File: src/rtl/demux_edge_counter_if.sv
// Bus between a demux controller/bench and demux_edge_counter: demux lines in,
// readout/clear handshake, and the sticky multi-hot flag.
interface demux_edge_counter_if #(
  parameter int unsigned CNT_W = 8
);
  logic [3:0]       q;
  logic             rd_req;
  logic [1:0]       rd_sel;
  logic [CNT_W-1:0] rd_data;
  logic             rd_ovf;
  logic             rd_valid;
  logic             clr;
  logic [1:0]       clr_sel;
  logic             multi_hot;
  logic             multi_hot_clr;

  modport master (
    output q, rd_req, rd_sel, clr, clr_sel, multi_hot_clr,
    input  rd_data, rd_ovf, rd_valid, multi_hot
  );

  modport slave (
    input  q, rd_req, rd_sel, clr, clr_sel, multi_hot_clr,
    output rd_data, rd_ovf, rd_valid, multi_hot
  );
endinterface

File: src/rtl/demux_edge_counter.sv
// Per-channel saturating rising-edge counters on a 1-to-4 demux bus, with readout,
// per-channel clear and a sticky multi-hot flag. DEMUX_EDGE_COUNTER_SYNC_EN adds a 2-flop input synchronizer.
module demux_edge_counter #(
  parameter int unsigned CNT_W = 8
) (
  input  logic                  clk,
  input  logic                  rst_n,
  demux_edge_counter_if.slave   bus
);

  localparam logic [CNT_W-1:0] CNT_MAX = '1;

  logic [3:0] q_in;

`ifdef DEMUX_EDGE_COUNTER_SYNC_EN
  logic [3:0] meta_q;
  logic [3:0] sync_q;

  always_ff @(posedge clk or negedge rst_n) begin
    if (!rst_n) begin
      meta_q <= '0;
      sync_q <= '0;
    end else begin
      meta_q <= bus.q;
      sync_q <= meta_q;
    end
  end

  assign q_in = sync_q;
`else
  assign q_in = bus.q;
`endif

  logic [3:0] q_s_q;
  logic [3:0] q_prev_q;
  logic [3:0] rise;

  always_ff @(posedge clk or negedge rst_n) begin
    if (!rst_n) begin
      q_s_q    <= '0;
      q_prev_q <= '0;
    end else begin
      q_s_q    <= q_in;
      q_prev_q <= q_s_q;
    end
  end

  assign rise = q_s_q & ~q_prev_q;

  logic [CNT_W-1:0] cnt_q [4];
  logic [CNT_W-1:0] cnt_d [4];
  logic [3:0]       ovf_q;
  logic [3:0]       ovf_d;

  // Clear has priority over a same-cycle edge on the cleared channel.
  always_comb begin
    for (int unsigned ch = 0; ch < 4; ch++) begin
      cnt_d[ch] = cnt_q[ch];
      ovf_d[ch] = ovf_q[ch];
      if (bus.clr && (bus.clr_sel == 2'(ch))) begin
        cnt_d[ch] = '0;
        ovf_d[ch] = 1'b0;
      end else if (rise[ch]) begin
        if (cnt_q[ch] == CNT_MAX) begin
          ovf_d[ch] = 1'b1;
        end else begin
          cnt_d[ch] = cnt_q[ch] + 1'b1;
        end
      end
    end
  end

  always_ff @(posedge clk or negedge rst_n) begin
    if (!rst_n) begin
      for (int unsigned ch = 0; ch < 4; ch++) begin
        cnt_q[ch] <= '0;
      end
      ovf_q <= '0;
    end else begin
      for (int unsigned ch = 0; ch < 4; ch++) begin
        cnt_q[ch] <= cnt_d[ch];
      end
      ovf_q <= ovf_d;
    end
  end

  logic             multi_hot_q;
  logic             multi_hot_d;

  always_comb begin
    multi_hot_d = multi_hot_q;
    if (bus.multi_hot_clr) begin
      multi_hot_d = 1'b0;
    end
    if ($countones(q_s_q) >= 2) begin
      multi_hot_d = 1'b1;
    end
  end

  logic [CNT_W-1:0] rd_data_q;
  logic [CNT_W-1:0] rd_data_d;
  logic             rd_ovf_q;
  logic             rd_ovf_d;
  logic             rd_valid_q;

  // Readout captures pre-update state, so same-cycle edges or clears are not seen.
  always_comb begin
    rd_data_d = rd_data_q;
    rd_ovf_d  = rd_ovf_q;
    if (bus.rd_req) begin
      rd_data_d = cnt_q[bus.rd_sel];
      rd_ovf_d  = ovf_q[bus.rd_sel];
    end
  end

  always_ff @(posedge clk or negedge rst_n) begin
    if (!rst_n) begin
      rd_data_q   <= '0;
      rd_ovf_q    <= 1'b0;
      rd_valid_q  <= 1'b0;
      multi_hot_q <= 1'b0;
    end else begin
      rd_data_q   <= rd_data_d;
      rd_ovf_q    <= rd_ovf_d;
      rd_valid_q  <= bus.rd_req;
      multi_hot_q <= multi_hot_d;
    end
  end

  assign bus.rd_data   = rd_data_q;
  assign bus.rd_ovf    = rd_ovf_q;
  assign bus.rd_valid  = rd_valid_q;
  assign bus.multi_hot = multi_hot_q;

endmodule

File: src/flat_wrapper.sv
// flat-port wrapper written by rule: the top's interface ports become plain ports
module demux_edge_counter_flat 
#(
  parameter int unsigned CNT_W = 8
)
  (clk, rst_n, bus_q, bus_rd_req, bus_rd_sel, bus_clr, bus_clr_sel, bus_multi_hot_clr, bus_rd_data, bus_rd_ovf, bus_rd_valid, bus_multi_hot);
  demux_edge_counter_if #(.CNT_W(CNT_W)) bus_i ();
  input  logic clk;
  input  logic rst_n;
  input wire logic [$bits(bus_i.q)-1:0] bus_q;
  input wire logic [$bits(bus_i.rd_req)-1:0] bus_rd_req;
  input wire logic [$bits(bus_i.rd_sel)-1:0] bus_rd_sel;
  input wire logic [$bits(bus_i.clr)-1:0] bus_clr;
  input wire logic [$bits(bus_i.clr_sel)-1:0] bus_clr_sel;
  input wire logic [$bits(bus_i.multi_hot_clr)-1:0] bus_multi_hot_clr;
  output wire logic [$bits(bus_i.rd_data)-1:0] bus_rd_data;
  output wire logic [$bits(bus_i.rd_ovf)-1:0] bus_rd_ovf;
  output wire logic [$bits(bus_i.rd_valid)-1:0] bus_rd_valid;
  output wire logic [$bits(bus_i.multi_hot)-1:0] bus_multi_hot;
  assign bus_i.q = bus_q;
  assign bus_i.rd_req = bus_rd_req;
  assign bus_i.rd_sel = bus_rd_sel;
  assign bus_i.clr = bus_clr;
  assign bus_i.clr_sel = bus_clr_sel;
  assign bus_i.multi_hot_clr = bus_multi_hot_clr;
  assign bus_rd_data = bus_i.rd_data;
  assign bus_rd_ovf = bus_i.rd_ovf;
  assign bus_rd_valid = bus_i.rd_valid;
  assign bus_multi_hot = bus_i.multi_hot;
  demux_edge_counter #(.CNT_W(CNT_W)) u_core (.clk(clk), .rst_n(rst_n), .bus(bus_i));
endmodule
File: config.mk
export PLATFORM = sky130hd
export DESIGN_NAME = demux_edge_counter_flat
export DESIGN_NICKNAME = d
export VERILOG_FILES = /design/src/rtl/demux_edge_counter_if.sv /design/src/rtl/demux_edge_counter.sv /design/src/flat_wrapper.sv
export SDC_FILE = /design/constraint.sdc
export NUM_CORES = 1
export LEC_CHECK = 0
export BUFFER_PORTS_ARGS = -buffer_cell sky130_fd_sc_hd__buf_2
export CORE_MARGIN = 10
export CORE_UTILIZATION = 40
export CTS_BUF_LIST = sky130_fd_sc_hd__clkbuf_8
export CTS_CLUSTER_DIAMETER = 200
export DETAILED_ROUTE_END_ITERATION = 6
export PLACE_DENSITY_LB_ADDON = 0.08
export SLEW_MARGIN = 20
export SYNTH_ARGS = -nofsm -noshare
export SYNTH_HDL_FRONTEND = slang
export SYNTH_SLANG_ARGS = --single-unit
export TNS_END_PERCENT = 10
File: constraint.sdc
create_clock -name clk -period 1.75 [get_ports clk]
set_input_delay 0.0875 -clock clk [delete_from_list [all_inputs] [get_ports clk]]
set_output_delay 0.0875 -clock clk [all_outputs]
set_load 0.05 [all_outputs]
Yosys cells after proc, flatten, opt, wreduce, memory -nomap -nowiden
Cells that the tools add are included.
{"block": "word_totals", "out_inout_bits": 11, "word_cells": 91, "regBits": 55, "input_bits": 13}
{"block": "op_classes", "eq_ne": 11, "addsub": 7, "n_reduce_logical": 22, "muxes": 31, "n_lt_le_gt_ge": 3, "bitwise": 3}
{"cell": "8-bit two-way mux", "n": 14}
{"cell": "32-bit adder", "n": 1}
{"cell": "8-bit by 1-bit adder with 8-bit output (second input constant)", "n": 4}
{"cell": "8-bit equality test (second input constant)", "n": 4}
{"cell": "32-bit by 3-bit >= comparator with 1-bit output (second input constant)", "n": 1}
{"cell": "2-bit nonzero test", "n": 9}
{"cell": "8-bit binary-select mux with 2-bit select", "n": 1}
{"cell": "2-bit AND reduction", "n": 8}
{"cell": "1-bit two-way mux", "n": 15}
{"cell": "2-bit by 1-bit != test with 1-bit output (second input constant)", "n": 4}
{"cell": "1-bit by 1-bit adder with 2-bit output", "n": 2}
{"cell": "4-bit bitwise AND", "n": 1}
{"cell": "2-bit equality test (second input constant)", "n": 2}
{"cell": "1-bit logical AND", "n": 4}
{"cell": "4-bit inverter", "n": 1}
{"cell": "3-bit >= comparator (second input constant)", "n": 1}
{"cell": "2-bit by 3-bit < comparator with 1-bit output (second input constant)", "n": 1}
{"cell": "2-bit inverter with 3-bit output", "n": 1}
{"cell": "1-bit binary-select mux with 2-bit select", "n": 1}
{"cell": "2-bit by 1-bit equality test with 1-bit output (second input constant)", "n": 1}
{"cell": "2-bit zero test", "n": 1}

Depth between registers and ports, before layout
Gate-level depths: netlist of run 1.
{"block": "depth", "word_depth": 4, "depth_mapped": 5, "depth_no_buf": 5}

Worst setup path before layout of run 1
OpenSTA, ideal clock, no wires.
{"block": "synth_timing", "kind": "register to register", "from": "reg u_core.q_s_q[2]", "to": "reg u_core.multi_hot_q (netlist: u_core.bus.multi_hot)", "t_required_ns": 1.624, "path_slack_ns": 0.235, "synth_period_minus_slack_ns": 1.515, "stages_incl_launch_ff": 6, "setup_ns": 0.126, "arrival_ns": 1.388, "n_path_buf": 0, "path_cell_list": "dfrtp_1 > ha_1 > and2_1 > fa_1 > nor2_1 > o21ai_0"}
{"block": "synth_between", "elab_chain_cells": 4, "elab_cells_between_ends": 5, "cone_classes": "add/sub: 2; order compare: 1; mux: 1; reduce/logical: 1"}
{"element": "from (decl)", "line": "demux_edge_counter.sv:34", "text": "logic [3:0] q_s_q;"}
{"element": "from (signal assigned)", "line": "demux_edge_counter.sv:43", "text": "q_s_q <= q_in;"}
{"element": "1-bit by 1-bit adder with 2-bit output (implied by the code) *", "line": "demux_edge_counter.sv:95", "text": "if ($countones(q_s_q) >= 2) begin"}
{"element": "32-bit adder (implied by the code) *", "line": "demux_edge_counter.sv:95"}
{"element": "32-bit by 3-bit >= comparator with 1-bit output *", "line": "demux_edge_counter.sv:95"}
{"element": "1-bit two-way mux / 2-bit nonzero test (equally long branches)"}
{"element": "to (signal assigned)", "line": "demux_edge_counter.sv:126", "text": "multi_hot_q <= multi_hot_d;"}
{"element": "to (decl)", "line": "demux_edge_counter.sv:87", "text": "logic multi_hot_q;"}
Mark *: on every way between the ends. The rest lies on a longest branch, timed or not.
A chain may end at the register's enable or synchronous reset.

Final worst setup path of run 1
Ends and elaborated chain as after synthesis.

==> results of run 1 <==
==> flip-flops by register name, summed over array words and instances (netlist names) <==
signal,flops
u_core.cnt_q,32
u_core.bus.rd_data,8
u_core.ovf_q,4
u_core.q_prev_q,4
u_core.q_s_q,4
u_core.bus.multi_hot,1
u_core.bus.rd_ovf,1
u_core.bus.rd_valid,1
==> per-layer routing <==
layer	share of wire [%]	vias up	routed length [um]
met5	0	-	0
met3	4.5	4	291
met2	46	51	2990
met4	1.1	0	68
li1	-	999	-
met1	48	1015	3110
==> final timing paths <==
kind,start,endpoint,cells after the start
worst min register to register,u_core.q_s_q[3],u_core.q_prev_q[3],0
worst max register to register,u_core.q_s_q[2],u_core.bus.multi_hot,5
max in group asynchronous,rst_n,u_core.cnt_q[18],3
min in group asynchronous,rst_n,u_core.bus.rd_ovf,2
worst max-delay path,u_core.q_s_q[2],u_core.bus.multi_hot,5
worst min-delay path,bus_rd_req,u_core.bus.rd_valid,1
==> logic make-up (layout without fill, tap and decap cells) <==
logic type	count (synthesis)	in the layout	synth area share [%]
fa+ha+maj	7	7	3.37
buf+inv	10	49	1.95
flops	55	55	48.8
xor+xnor	6	6	1.86
simple gates	102	102	19.0
mux	24	24	13.8
compound gates	46	46	11.1
==> layout by cell type (no fill, tap or decap), types with 7 or more instances in the layout <==
cell / count
a211oi_1: 7
a21oi_1: 17
buf_2: 23
dfrtp_1: 55
mux2_4: 7
mux4_2: 9
nand2_1: 14
nand3_1: 11
nor2_1: 30
nor3_1: 10
==> final cells by class <==
cell class                      count  area share (%)
Timing Repair Buffer               36            7.38
Clock inverter                      3            1.35
Clock buffer                        5            2.11
Tap cell                           96            3.69
Inverter                            5           0.576
Multi-Input combinational cell    185            42.6
Sequential cell                    55            42.3
==> power breakdown <==
| part | internal [mW] | switching, mW | total [mW] |
|---|---|---|---|
| Sequential | 1.47 | 0.231 | 1.70 |
| Clock | 0.427 | 0.426 | 0.853 |
| Combinational | 0.384 | 0.516 | 0.900 |
==> through the flow <==
step	power (mW)	cell area (sq um)	setup slack, ns	instances
2_1_floorplan	2.28	2820	0.235	250
3_3_place_gp	2.62	3080	0.186	371
3_5_place_dp	2.63	3080	0.171	371
4_1_cts	3.50	3260	0.148	385
5_1_grt	3.68	3260	0.0557	385
6_report	3.46	3260	0.163	385
==> worst max-delay path, delay by kind of cell (launching register included) <==
kind                       cells  cell delay, ns
and+or+nand+nor                2            0.26
adders and majority gates      2            0.72
DFF                            1            0.42
AOI/OAI and AO/OA              1            0.08
==> metrics, run 1 <==
status=completed; die height=104 um; R2R Setup Slk=0.16 ns; Area growth syn-to-layout=15.5%; Static Leakage=about 1.5 nW; skew final=slightly below 0.009 ns; post-route clock period utilization=about nine tenths; DRT Wirelength=between 6000 and 7000 um; Final min period=roughly 1.6 ns; Fillers=648; Die Width=around 100 um; Finish-stage setup viols=0; GR Overflow Total=0; final core utilization=around 48%; antenna violations before repair=0; Netlist cell types=around 50; met3 GRT Util=under 10%; hpwl dp=4890 um; met2 Usage GRT=19.0%; Synth area leaders=dfrtp_1 49%, mux4_2 7.2%, nor2_1 4.0%; peak fanout along the critical path=4; number of enable flip-flop cells after synthesis=0; multi-input logic area=0.00139 sq mm; Async SR Flop Fraction=100%; CP max stage delay=around 0.43 ns; share of cells above drive strength 1=roughly 22%; met1 usage=between 15 and 20%; GR peak layer=met2; unrepaired setup endpoints after global routing=no; setup TNS=0 ns; most numerous cell in the Yosys netlist=dfrtp_1; worst path required time=between 1.5 and 2 ns; Yosys top cell by area=dfrtp_1; H-tree depth=2; Setup crit end kind=flop; Final Hold Viols=0; FF+latch count, synth=55; Pwr Density=1060 mW/mm^2; via count=2069; Synth Instances=between 200 and 300; clk sinks=between 50 and 60; total CTS buffers=5; Clk pin slew, worst setup/hold paths=about 0.10 ns; CTS tree=yes; largest net degree at the start of global routing=36; CP cell instances=ha_1, and2_1, fa_1, nor2_1, o21ai_0; # rows=30; first-pass GRT wire length=10900 um; Max Fclk=about 630 MHz; FF/Latch Area=between 0.001 and 0.0015 sq mm; sequential-to-total area share from yosys stat=48.8%; Root Buffer=clkbuf_8; Slew Limit Fails=0; Synth Cell Area=around 0.0028 sq mm; post-synth top area share=between 40% and 50%; Critical Path Source Type=flop; Min Hold Slack=0.0341 ns; wire per inst=approximately 17 um; Ys Warns=0; Max VDD drop=between 0.4 and 0.5 mV; port bufs=23; Syn Area/Cell=about 11 sq um; critical path's slowest cell=fa_1; antenna diode count=0; post-CTS resize count=0; clock insertion delay at the later pin of the skew report=about 0.31 ns; DRT iter0 DRCs=164; CP Class=reg2reg; Die ar.=~0.011 sq mm; post-route ant nets=0; Slew @ Worst Pin=between 0.4 and 0.5 ns; Total GRT Usage=between 10% and 20%; routability cong.=0.812; I/O Pins=24; router iterations before antenna repair=4; Final #Nets=between 300 and 400; Synth Flop Type=dfrtp_1; vias in the first global route=2070; Max Cap Viol=0; HP Class=in2reg; vias per cell=approximately 5.4; Clock Path Buffers=2; Slew HR=around 67%; hold_buf cts=6; top post-synthesis cells by count=55 x dfrtp_1, 30 x nor2_1, 17 x a21oi_1; core area=slightly below 0.007 sq mm; post-synthesis net count=between 200 and 300; Post-CTS Setup Repair Bufs=0; drt drc=0; Crit path arrival time=1.79 ns; initial core utilization=around two fifths
Power figures use the tool's default switching activity.
==> run 2, diff against run 1 <==
CORE_MARGIN = unset   (was 10)
PLACE_DENSITY = 0.58   (was unset)
PLACE_DENSITY_LB_ADDON = unset   (was 0.08)
==> run 2 against run 1 <==
  * Sequential share of layout area shrank 0.11 points
  * Register-to-register slack lost 0.02 ns
  * Utilization grew 0.39 points
  * Critical path depth did not move
  * Power up 3.0%
  * Highest routed layer unchanged
==> metrics, run 2 (same netlist as run 1, synthesis figures left out) <==
Max VDD drop=0.496 mV; core area=around 0.0068 sq mm; Static Leakage=roughly 1.5 nW; Area growth syn-to-layout=15.8%; HP Class=in2reg; Net Sw Power=approximately 1.2 mW; Clock power frac=27.9%; clock insertion delay at the later pin of the skew report=just over 0.3 ns; CP Class=reg2reg; commonest cells after routing, fill and taps aside=55 x dfrtp_1, 30 x nor2_1, 23 x buf_2; wire per inst=~16 um; Slew HR=a little over three fifths; antenna diode count=0; Root Buffer=clkbuf_8; Clk pin slew, worst setup/hold paths=~0.1 ns; first-pass GRT wire length=~10000 um; dpl cells=around 370; Crit path arrival time=1.80 ns; CP cell instances=ha_1, and2_1, fa_1, nor2_1, o21ai_0; setup TNS=0 ns; via count=around 2000; Die Width=~86 um; Post-CTS Setup Repair Bufs=0; commonest non-fill, non-tap cell in the layout=dfrtp_1; fin cells=383; port bufs=23; vias per cell=approximately 5.4; dpl cell area=about 0.0031 sq mm; Clock Path Buffers=2; router iterations before antenna repair=4; clk sinks=55; share of cells above drive strength 1=~22%; post-route clock period utilization=between 90% and 100%; post-route ant nets=0; max reg flops=32; status=completed; Critical Path Source Type=flop; H-tree depth=2; CP max stage delay=roughly 0.44 ns; Final Hold Viols=0; initial core utilization=41.5%; Max Fclk=between 600 and 700 MHz; largest net degree at the start of global routing=36; GR Overflow Total=0; peak fanout along the critical path=5; hold_buf cts=6; unrepaired setup endpoints after global routing=no; hpwl dp=about 4600 um; Slew @ Worst Pin=about 0.56 ns; Final #Nets=slightly above 300; combinational fraction of design power=between 20% and 30%; skew final=around 0.0091 ns; critical path's slowest cell=dfrtp_1; DRT Wirelength=6170 um; drt drc=0; WP buf/inv=0; final instance area=between 0.003 and 0.004 sq mm; worst path required time=between 1.5 and 2 ns; Total GRT Usage=roughly 18%; vias in the first global route=just under 2000; Final min period=1.61 ns; total CTS buffers=5; # rows=30; I/O Pins=24; crit-path leading delay family=adder cells; register share of total power=48.1%; Pwr Density=1090 mW/mm^2; Finish-stage setup viols=0; internal power=between 2 and 2.5 mW; sw frac=between 30% and 40%; Slew Limit Fails=0; post-CTS resize count=0; DRT iter0 DRCs=approximately 160; Die ar.=around 0.0074 sq mm; Min Hold Slack=0.0447 ns; Setup crit end kind=flop; Top reg by flops=u_core.cnt_q; antenna violations before repair=0; routability cong.=around 0.84; Max Cap Viol=0; CTS tree=yes; die height=~86 um
==> run 2: cell types whose count changed in the layout (fill, tap and decap cells not counted) <==
cell / before / now
clkinv_4: 1 / 0
clkinvlp_4: 0 / 1
bufinv_16: 1 / 2
buf_4: 6 / 4
clkinv_2: 1 / 0
==> run 2: per-stage QoR <==
| step | total power [mW] | setup slack [ns] | utilization [%] |
|---|---|---|---|
| finish | 3.56 | 0.145 | 48.0 |
| detailed placement | 2.58 | 0.139 | 45.2 |
| floorplan | 2.28 | 0.235 | - |
| CTS | 3.59 | 0.134 | 48.0 |
| global placement | 2.57 | 0.165 | 45.2 |
| global route | 3.76 | 0.0288 | 48.0 |
==> run 2: layout make-up <==
class / count / area, sq um
clock buffers: 5 / 68.8
clock inverters: 3 / 67.6
multi-input cells: 185 / 1390
well taps: 96 / 120
fillers: 631 / 3530
inverters: 5 / 18.8
flip-flops and latches: 55 / 1380
repair buffers: 34 / 225
==> run 2: layer usage <==
metal	track usage, %	vias up	part of all wire [%]
met5	0	-	0
met3	3.56	6	3.3
met4	5.61	0	1.3
met2	27.7	44	46
li1	-	997	-
met1	26.9	1011	50
==> run 2: power groups by stage <==
stage / clock (mW) / sequential [mW] / combinational, mW
final: 0.992 / 1.71 / 0.854
after floorplan: 0 / 1.83 / 0.448
after global routing: 1.08 / 1.75 / 0.936
after CTS: 1.02 / 1.71 / 0.859
after global placement: 0 / 1.73 / 0.839
after detailed placement: 0 / 1.74 / 0.845
==> run 2: worst paths after layout <==
path,start,endpoint,slack (ns),depth (start not counted)
max,u_core.q_s_q[1],u_core.bus.multi_hot,0.14,5
min,bus_rd_req,u_core.bus.rd_valid,0.04,1
max reg2reg,u_core.q_s_q[1],u_core.bus.multi_hot,0.14,5
min reg2reg,u_core.q_s_q[2],u_core.q_prev_q[2],0.44,0
max in group asynchronous,rst_n,u_core.q_s_q[2],0.92,3
min in group asynchronous,rst_n,u_core.cnt_q[31],0.27,2
==> run 3, diff against run 2 <==
CORE_UTILIZATION = 55   (was 40)
CTS_BUF_LIST = unset   (was sky130_fd_sc_hd__clkbuf_8)
PLACE_DENSITY = 0.75   (was 0.58)
==> run 3 against run 2 <==
  * First-iteration DRC count grew 45%
  * Utilization is 18 points higher
  * Die area is 27% lower
  * Worst hold slack worse by 0.0077 ns
  * Flip-flop and latch count is the same
  * Clock skew is 0.0054 ns lower
  * Register-to-register slack about the same
  * Setup slack got worse by 0.0084 ns
  * Design area fell by 3.2%
  * Maximum frequency is 0.52% lower
  * Via count grew 1.7%
==> metrics, run 3 (same netlist as run 1, synthesis figures left out) <==
WP buf/inv=0; DRT iter0 DRCs=226; clock insertion delay at the later pin of the skew report=0.31 ns; core area=0.00482 sq mm; post-route clock period utilization=92.2%; Clock Path Buffers=2; vias in the first global route=2023; unrepaired setup endpoints after global routing=no; clk sinks=55; routability cong.=0.886; register share of total power=53.9%; GR Overflow Total=0; Final #Nets=roughly 300; antenna violations before repair=0; Critical Path Source Type=flop; Final min period=~1.6 ns; status=completed; total CTS buffers=5; vias per cell=around 6; Final Hold Viols=0; # rows=25; Die Width=around 74 um; setup TNS=0 ns; max reg flops=32; Max VDD drop=just over 0.7 mV; Total GRT Usage=about a quarter; router iterations before antenna repair=4; die height=roughly 74 um; internal power=~2.1 mW; CP Class=reg2reg; drt drc=0; initial core utilization=between 50 and 60%; share of cells above drive strength 1=21.1%; multi-input logic area=~0.0014 sq mm; wire per inst=16.3 um; Finish-stage setup viols=0; H-tree depth=2; HP Class=in2reg; I/O Pins=24; largest net degree at the start of global routing=37; port bufs=23; sw frac=35.0%; CTS tree=yes; via count=~2100; CP cell instances=ha_1, and2_1, fa_1, nor2_1, o21ai_0; fin cells=352; antenna diode count=0; Clock power frac=a little over a fifth; Setup crit end kind=flop; Slew @ Worst Pin=slightly above 0.6 ns; skew final=0.00378 ns; hpwl dp=4350 um; critical path's slowest cell=dfrtp_1; Die ar.=0.00542 sq mm; post-CTS resize count=0; Slew Limit Fails=0; Static Leakage=roughly 1.4 nW; Root Buffer=clkbuf_8; peak fanout along the critical path=5; Crit path arrival time=1.82 ns; FF/Latch Area=between 0.001 and 0.0015 sq mm; final core utilization=65.6%; combinational fraction of design power=between 20% and 30%; crit-path leading delay family=adder cells; CP max stage delay=~0.43 ns; worst path required time=~2.0 ns; Top reg by flops=u_core.cnt_q; post-route ant nets=0; commonest non-fill, non-tap cell in the layout=dfrtp_1; Clk pin slew, worst setup/hold paths=0.09 ns; first-pass GRT wire length=slightly below 10000 um; commonest cells after routing, fill and taps aside=55 x dfrtp_1, 30 x nor2_1, 23 x buf_2; dpl cells=~340; Max Cap Viol=0; Area growth syn-to-layout=12.1%; Net Sw Power=between 1 and 1.5 mW; DRT Wirelength=approximately 5800 um; Max Fclk=620 MHz; Fillers=approximately 400; Pwr Density=approximately 1000 mW/mm^2; Slew HR=about three fifths
-- run 3: changes by cell type in the layout (fill, tap and decap cells not counted) --
cell / change
clkinv_2: +3
clkinvlp_4: -1
buf_4: -2
bufinv_16: -2
-- run 3: power groups by stage --
stage                     Sequential [mW]  Combinational, mW  Clock [mW]
after floorplan                      1.83              0.448           0
after global placement               1.74              0.773           0
after detailed placement             1.75              0.796           0
after CTS                            1.73              0.809       0.700
after global routing                 1.76              0.882       0.749
final                                1.73              0.802       0.681
-- run 3: repair_timing --
action | in CTS | in global routing
hold endpoints to repair | 24 | 0
buffers inserted | 0 | 0
hold buffers | 6 | 0
-- run 3: path summary, 6_finish.rpt --
kind                                      start              endpoint  slack, ns  cells after the start
worst min-delay path                 bus_rd_req   u_core.bus.rd_valid       0.04                      1
max in group asynchronous                 rst_n       u_core.cnt_q[2]       0.98                      3
min in group asynchronous                 rst_n      u_core.cnt_q[30]       0.24                      2
worst max register to register  u_core.q_s_q[1]  u_core.bus.multi_hot       0.14                      5
worst min register to register  u_core.q_s_q[3]    u_core.q_prev_q[3]       0.42                      0
worst max-delay path            u_core.q_s_q[1]  u_core.bus.multi_hot       0.14                      5
-- run 3: stage by stage --
step | power, mW | setup WS (ns) | instance area [sq um] | hold slack (ns)
after global placement | 2.51 | 0.174 | 3020 | 0.0613
final | 3.22 | 0.136 | 3160 | 0.0371
after global routing | 3.40 | 0.0484 | 3160 | 0.0417
after floorplan | 2.28 | 0.235 | 2820 | -0.208
after detailed placement | 2.55 | 0.127 | 3020 | 0.0551
after CTS | 3.24 | 0.112 | 3160 | 0.0290
-- run 3: final cells by class --
type                    instances  area share, %
repair buffers                 32           6.65
clock inverters                 3          0.475
well taps                      67           2.65
flip-flops and latches         55           43.5
inverters                       5          0.594
clock buffers                   5           2.18
multi-input cells             185           43.9
-- run 3: routing by layer --
metal  up-vias  GRT usage (%)  wire [um]
li1        997              -          -
met5         -              0          0
met2        65           39.8       2780
met1      1021           32.1       2520
met4         0           9.19        114
met3        11           6.72        342
